`src/rtl/reorder_buffer_mp.sv`:
```
// In-order-commit reorder buffer: issue-time immediate resolution, multi-port
// writeback, two operand queries, one commit per cycle, whole-buffer flush.
module reorder_buffer_mp #(
    parameter int DEPTH  = 16,
    parameter int IDX_W  = 4,
    parameter int NUM_WB = 3,
    parameter int XLEN   = 32
) (
    input  logic                    clk,
    input  logic                    rst,
    input  logic                    rdy,
    input  logic                    issue_valid,
    input  logic [31:0]             issue_ins,
    input  logic [31:0]             issue_pc,
    output logic                    rob_full,
    output logic [IDX_W-1:0]        issue_tag,
    output logic                    disp_valid,
    output logic [31:0]             disp_ins,
    output logic [IDX_W-1:0]        disp_tag,
    output logic [4:0]              disp_rd,
    output logic                    disp_is_ls,
    input  logic [NUM_WB-1:0]       wb_valid,
    input  logic [NUM_WB*IDX_W-1:0] wb_tag,
    input  logic [NUM_WB*XLEN-1:0]  wb_value,
    input  logic [IDX_W-1:0]        qry_tag_a,
    input  logic [IDX_W-1:0]        qry_tag_b,
    output logic                    qry_ready_a,
    output logic                    qry_ready_b,
    output logic [XLEN-1:0]         qry_value_a,
    output logic [XLEN-1:0]         qry_value_b,
    input  logic                    flush,
    output logic                    commit_valid,
    output logic [IDX_W-1:0]        commit_tag,
    output logic [4:0]              commit_dest,
    output logic [XLEN-1:0]         commit_value,
    output logic [31:0]             commit_pc,
    output logic                    commit_is_branch,
    output logic                    commit_is_jalr,
    output logic [IDX_W:0]          count
);
    localparam logic [6:0] OP_LUI   = 7'b0110111;
    localparam logic [6:0] OP_AUIPC = 7'b0010111;
    localparam logic [6:0] OP_JAL   = 7'b1101111;
    localparam logic [6:0] OP_JALR  = 7'b1100111;
    localparam logic [6:0] OP_BR    = 7'b1100011;
    localparam logic [6:0] OP_LD    = 7'b0000011;
    localparam logic [6:0] OP_ST    = 7'b0100011;

    logic [DEPTH-1:0] busy, ready, is_br, is_jr;
    logic [4:0]       dest  [DEPTH];
    logic [XLEN-1:0]  value [DEPTH];
    logic [31:0]      pc_q  [DEPTH];
    logic [IDX_W-1:0] head, tail;

    logic [6:0]      op;
    logic [31:0]     upper;
    logic            imm_op, issue_acc, do_commit;
    logic [XLEN-1:0] imm_val;
    logic [4:0]      rd_eff;

    assign op        = issue_ins[6:0];
    assign upper     = {issue_ins[31:12], 12'b0};
    assign rob_full  = (count == (IDX_W+1)'(DEPTH));
    assign issue_tag = tail;
    assign issue_acc = issue_valid && !rob_full;
    assign do_commit = (count != '0) && ready[head];
    assign rd_eff    = (op == OP_BR || op == OP_ST) ? 5'd0 : issue_ins[11:7];

    assign qry_ready_a = busy[qry_tag_a] && ready[qry_tag_a];
    assign qry_ready_b = busy[qry_tag_b] && ready[qry_tag_b];
    assign qry_value_a = value[qry_tag_a];
    assign qry_value_b = value[qry_tag_b];

    // LUI/AUIPC/JAL produce their result at issue and never reach the RS
    always_comb begin
        imm_op  = 1'b1;
        imm_val = '0;
        unique case (1'b1)
            op == OP_LUI:   imm_val = XLEN'(upper);
            op == OP_AUIPC: imm_val = XLEN'(issue_pc + upper);
            op == OP_JAL:   imm_val = XLEN'(issue_pc + 32'd4);
            default:        imm_op  = 1'b0;
        endcase
    end

    always_ff @(posedge clk) begin
        if (rst) begin
            head             <= '0;
            tail             <= '0;
            count            <= '0;
            busy             <= '0;
            ready            <= '0;
            is_br            <= '0;
            is_jr            <= '0;
            for (int i = 0; i < DEPTH; i++) begin
                dest[i]  <= '0;
                value[i] <= '0;
                pc_q[i]  <= '0;
            end
            disp_valid       <= 1'b0;
            disp_ins         <= '0;
            disp_tag         <= '0;
            disp_rd          <= '0;
            disp_is_ls       <= 1'b0;
            commit_valid     <= 1'b0;
            commit_tag       <= '0;
            commit_dest      <= '0;
            commit_value     <= '0;
            commit_pc        <= '0;
            commit_is_branch <= 1'b0;
            commit_is_jalr   <= 1'b0;
        end else if (rdy) begin
            if (flush) begin
                head         <= '0;
                tail         <= '0;
                count        <= '0;
                busy         <= '0;
                ready        <= '0;
                disp_valid   <= 1'b0;
                commit_valid <= 1'b0;
            end else begin
                disp_valid <= issue_acc && !imm_op;
                if (issue_acc) begin
                    busy[tail]  <= 1'b1;
                    ready[tail] <= imm_op;
                    dest[tail]  <= rd_eff;
                    value[tail] <= imm_val;
                    pc_q[tail]  <= issue_pc;
                    is_br[tail] <= (op == OP_BR);
                    is_jr[tail] <= (op == OP_JALR);
                    tail        <= tail + IDX_W'(1);
                    if (!imm_op) begin
                        disp_ins   <= issue_ins;
                        disp_tag   <= tail;
                        disp_rd    <= rd_eff;
                        disp_is_ls <= (op == OP_LD || op == OP_ST);
                    end
                end
                // later ports overwrite earlier ones on a shared tag
                for (int p = 0; p < NUM_WB; p++) begin
                    if (wb_valid[p] && busy[wb_tag[p*IDX_W +: IDX_W]]
                        && !ready[wb_tag[p*IDX_W +: IDX_W]]) begin
                        ready[wb_tag[p*IDX_W +: IDX_W]] <= 1'b1;
                        value[wb_tag[p*IDX_W +: IDX_W]] <= wb_value[p*XLEN +: XLEN];
                    end
                end
                commit_valid <= do_commit;
                if (do_commit) begin
                    commit_tag       <= head;
                    commit_dest      <= dest[head];
                    commit_value     <= value[head];
                    commit_pc        <= pc_q[head];
                    commit_is_branch <= is_br[head];
                    commit_is_jalr   <= is_jr[head];
                    busy[head]       <= 1'b0;
                    ready[head]      <= 1'b0;
                    head             <= head + IDX_W'(1);
                end
                unique case ({issue_acc, do_commit})
                    2'b10:   count <= count + (IDX_W+1)'(1);
                    2'b01:   count <= count - (IDX_W+1)'(1);
                    default: count <= count;
                endcase
            end
        end
    end
endmodule

```
`config.mk`:
```
export PLATFORM = sky130hd
export DESIGN_NAME = reorder_buffer_mp
export DESIGN_NICKNAME = d
export VERILOG_FILES = /design/src/rtl/reorder_buffer_mp.sv
export SDC_FILE = /design/constraint.sdc
export NUM_CORES = 2
export LEC_CHECK = 0
export CAP_MARGIN = 20
export CORE_AREA = 5 5 486 488
export DETAILED_ROUTE_END_ITERATION = 6
export DIE_AREA = 0 0 491 493
export HOLD_SLACK_MARGIN = 0.06
export PLACE_DENSITY_LB_ADDON = 0.08
export SYNTH_ARGS = -nofsm -noshare
export SYNTH_HDL_FRONTEND = slang
export SYNTH_SLANG_ARGS = --single-unit
```
`constraint.sdc`:
```
create_clock -name clk -period 4.8 [get_ports clk]
set_input_delay 0.72 -clock clk [delete_from_list [all_inputs] [get_ports clk]]
set_output_delay 0.72 -clock clk [all_outputs]
set_load 0.01 [all_outputs]
```
# After elaboration in Yosys (flattened, before gate mapping)
# Memory sizes are Yosys's and may differ from the RTL's. A register that Yosys moved wholly into a read port is not among the register bits.
# Index checks and enable logic that the tools add are counted.
op_classes:
  eq_ne: 10
  reduce_logical: 40
  bitwise_logic: 9
  muxes: 114
  n_lt_le_gt_ge: 12
  n_addsub: 6
ops:
  columns: ["operator", "count"]
  rows:
  - ["2-to-1 mux 16 bit", 24]
  - ["2-to-1 mux 32 bit", 5]
  - ["OR reduction 32 bit", 5]
  - ["one-hot mux 32 bit (3 select lines)", 1]
  - ["bitwise OR 16 bit", 4]
  - ["binary-select mux 1 bit (select 4 bit)", 13]
  - ["2-to-1 mux 1 bit", 49]
  - ["bitwise mux 16 bit", 3]
  - ["2-to-1 mux 4 bit", 10]
  - ["less-than comparator 4 x 5 -> 1 bit, second input constant", 7]
  - ["adder 32 x 3 -> 32 bit, second input constant", 1]
  - ["adder 32 bit", 1]
  - ["AND 16 bit", 2]
  - ["== test 7 bit, second input constant", 3]
  - ["demux 1 bit (select 4 bit)", 5]
  - [">= comparator 4 x 1 -> 1 bit, second input constant", 5]
  - ["logical AND 1 bit", 16]
  - ["inverter 16 bit", 1]
  - ["2-to-1 mux 5 bit", 3]
  - ["== test 7 x 6 -> 1 bit, second input constant", 2]
  - ["one-hot mux 5 bit (2 select lines)", 1]
  - ["adder 4 x 1 -> 4 bit, second input constant", 2]
  - ["== test 7 x 2 -> 1 bit, second input constant", 1]
  - ["== test 7 x 5 -> 1 bit, second input constant", 1]
  - ["16 further kinds", 26]
word_totals:
  mem_bits_rw: 1104
  elab_cells: 210
  out_inout_bits: 195
  in_bits: 188
  reg_bits: 127
  memories: 3
memory_table:
  columns: ["memory", "depth", "width", "rd", "rd_ports_with_merged_regs", "wr", "line_no", "rtl"]
  rows:
  - ["pc_q", 16, 32, 1, 1, 16, "52", "logic [31:0] pc_q [DEPTH];"]
  - ["value", 16, 32, 3, 1, 16, "51", "logic [XLEN-1:0] value [DEPTH];"]
  - ["dest", 16, 5, 1, 1, 16, "50", "logic [4:0] dest [DEPTH];"]

# Longest topological paths before layout
depth:
  ltp_word: 27
  depth_mapped: 16
  depth_no_buf: 14

# Worst setup path before layout
# OpenSTA, ideal clock, no wires.
synth_path:
  path_kind: "input to register"
  start: "input port wb_tag[4]"
  end: "memory value[3][0], enable pin"
  path_stages: 9
  t_arrival_ps: 3240
  path_buffers: 4
  setup_slack_ps: 999
  setup_time_ps: 561
  path_cell_list: "buf_2 -> buf_2 -> mux4_2 -> and2_1 -> and3_1 -> buf_2 -> nor2_2 -> buf_2 -> nand3_1"
synth_lines:
  columns: ["item", "line_no", "rtl"]
  rows:
  - ["start, declared", "23", "input logic [NUM_WB*IDX_W-1:0] wb_tag,"]
  - ["end, declared", "51", null]

==> results.sh <==
export IMPL_cts_buffers=162
export IMPL_ant_nets=0
export IMPL_drv_slew=0
export IMPL_die_area_um2=242100
export IMPL_clkLatencyLatePin_ns=0.87
export IMPL_fin_worst_skew_ns=0.05180
export IMPL_hpwlAfterDp_um=293300
export IMPL_antenna_found_initial=61
export IMPL_regArea_um2=37090
export IMPL_cpMaxStageDelayCell="nor3_1"
export IMPL_fin_cells=10820
export IMPL_via_per_inst=6.830
export IMPL_clock_sinks=1300
export IMPL_die_h_um=493
export IMPL_grt_max_degree=204
export IMPL_min_path_type="in -> reg"
export IMPL_grt_pass1_wl_um=615700
export IMPL_crit_arrival_ns=4.81
export IMPL_worstSetupStartpointType="flip-flop"
export IMPL_synth_avg_cell_area_um2=10.85
export IMPL_path_buf_inv=3
export IMPL_startpoint="count[0]"
export IMPL_required_ns=5.51
export IMPL_r2r_start="count[0]"
export IMPL_num_fill_cells=21980
export IMPL_nets=7822
export IMPL_synth_edf_count=1104
export IMPL_drive_above_1_share_pct=20.84
export IMPL_multi_input_area_um2=39910
export IMPL_cts_hold_buf=0
export IMPL_clockBufferDepth=3
export IMPL_cp_cell_sequence="nor4_1, a21boi_2, buf_4, and3_2, nand2_1, nor2_2, buf_4, a221oi_1, nor3_1, buf_4"
export IMPL_leakage_nw=33.31
export IMPL_synth_area_leaders="edfxtp_1 41%, mux4_2 19%, dfxtp_1 4.9%, a21oi_1 4.5%, and3_1 4.1%"
export IMPL_start_util_pct=34.79
export IMPL_power_density_nw_per_um2=295.2
export IMPL_rows=177
export IMPL_grt_usage_pct=36.65
export IMPL_crit_top_cell="buf_4"
export IMPL_fmax_ghz=0.2442
export IMPL_drc=35
export IMPL_ctsResizeCount=0
export IMPL_gp_congestion=1.003
export IMPL_fin_crit_ns=4.096
export IMPL_synth_top_area_share_pct=41.18
export IMPL_dp_cells=10480
export IMPL_worstPathMaxFanout=10
export IMPL_rsz0062_at_grt="false"
export IMPL_ys_warn_count=0
export IMPL_tightest_slew_ns=1.225
export IMPL_vias=73900
export IMPL_synth_largest_area_cell="edfxtp_1"
export IMPL_drt_total_wl_um=458400
export IMPL_ys_flop_type="edfxtp_1"
export IMPL_ctsRootBufferMaster="clkbuf_16"
export IMPL_drt_pass1_iter_count=7
export IMPL_maxCapViolCount=0
export IMPL_power_mw=28.02
export IMPL_first_global_vias=70330
export IMPL_finalSetupViolCount=0
export IMPL_ctsHtreeMaxLevel=4
export IMPL_synth_cells=7423
export IMPL_syn_area_um2=80500
export IMPL_cts_clk_slew_worst_paths_ns=0.06
export IMPL_chipWidth_um=491
export IMPL_cts_tree="done"
export IMPL_async_flop_share_pct=0
export IMPL_timing_final_hold_violations=0
export IMPL_critPathKind="reg -> reg"
export IMPL_violations="design-rule violations"
export IMPL_critPathCaptureType="flip-flop"
export IMPL_core_um2=231400
export IMPL_portBuffers=382
export IMPL_hold_path_startpoint="rst"
export IMPL_drt_iter0_markers=12410
export IMPL_setup_tns_ns=0
export IMPL_yosys_top_cells_count="1104 x edfxtp_1, 810 x nand2_1, 719 x a21oi_1"
export IMPL_max_slew_margin_pct=18.13
export IMPL_yosysSeqAreaShare_pct=46.05
export IMPL_pin_count=383
export IMPL_vdd_drop_max_mv=0.2810
export IMPL_synth_cell_types=89
export IMPL_overflow=0
export IMPL_syn_nets=7644
export IMPL_fin_crit_sh_pct=85.33
export IMPL_layout_area_overhead_vs_synth_pct=17.91
export IMPL_synth_most_common_cell="edfxtp_1"
export IMPL_cts_setup_buffers=0
export IMPL_yosys_register_bits=1300
export IMPL_whs_ns=0.2498
export IMPL_cpPeakStageDelay_ns=0.72
export IMPL_status="complete, but fails checks"
export IMPL_path_delay_family="simple AND/OR/NAND/NOR gates"
export IMPL_routedWlPerCell_um=42.36
-- report_power, final --
group | internal [mW] | switching, mW
combinational | 1.08 | 1.82
sequential | 12.6 | 0.193
clock | 6.92 | 5.45
total | 20.6 | 7.46
-- placed cells by master (no fill, tap or decap), types with 31 or more instances in the layout --
| cell | n |
|---|---|
| o311ai_0 | 32 |
| nand2_1 | 807 |
| nor3_1 | 497 |
| buf_12 | 71 |
| a21oi_1 | 716 |
| clkdlybuf4s50_1 | 372 |
| o21ai_0 | 546 |
| buf_4 | 444 |
| a22oi_1 | 55 |
| dfxtp_1 | 192 |
| o211ai_1 | 34 |
| a31oi_1 | 37 |
| edfxtp_1 | 1104 |
| or3_1 | 41 |
| nand3_1 | 61 |
| clkbuf_1 | 53 |
| a221oi_1 | 115 |
| o21ai_1 | 67 |
| mux4_2 | 693 |
| ha_1 | 31 |
| diode_2 | 38 |
| nor2_2 | 36 |
| and2_1 | 53 |
| and3_1 | 523 |
| nor2_1 | 465 |
| clkbuf_16 | 165 |
-- flip-flops by register name, indices dropped and copies added (netlist names), 4 cells and up --
name and flops:
value 512, dest 80, disp_tag 4, commit_value 32, commit_tag 4, is_jr 16
is_br 16, count 5, disp_rd 5, pc_q 512, head 4, disp_ins 32
issue_tag 4, busy 16, commit_dest 5, ready 16, commit_pc 32
-- through the flow --
stage          worst slack [ns]  cell area (um^2)  util (%)
2_1_floorplan            0.9990             80500         -
3_3_place_gp           0.003594             89490     38.67
3_5_place_dp            0.01170             89530     38.69
4_1_cts                  0.7973             94780     40.95
5_1_grt                  0.6431             94860     40.99
6_report                 0.7043             94920     41.02
-- metal layers --
layer  track usage, %  up-vias  routed length, um
li1                 -    28930                  -
met1            49.14    37650             180900
met2            51.60     5942             188700
met3            13.04     1361              59280
met4            20.17       14              29400
met5                0        -                105
-- final timing paths --
check                      to  slack [ns]  cells after the start
min             commit_pc[13]        0.25                      2
max              value[9][12]        0.70                     10
max reg2reg      value[9][12]        0.70                     10
min reg2reg  commit_value[12]        0.45                      2
-- cells by family (layout without fill, tap and decap cells) --
family                     Yosys count  in the layout  share of synthesized area, %
AOI/OAI and AO/OA                 1786           1786                         13.05
xor gates and xnor gates            35             35                        0.3808
adders and majority gates           33             33                        0.5315
buffers and inverters              920           1236                         4.705
DFF                               1300           1300                         46.05
muxes                              706            706                         19.55
other                                0             38                             0
and+or+nand+nor                   2643           2643                         15.73
-- final cells by class --
| cell class | instances | share of cell area [%] |
|---|---|---|
| clock inverter | 68 | 0.7395 |
| multi-input combinational | 5203 | 42.05 |
| clock buffer | 234 | 4.791 |
| tap | 3043 | 4.011 |
| timing repair buffer | 902 | 9.107 |
| inverter | 32 | 0.1265 |
| sequential | 1300 | 39.08 |
| antenna | 38 | 0.1002 |
(Power assumes the default switching activity.)
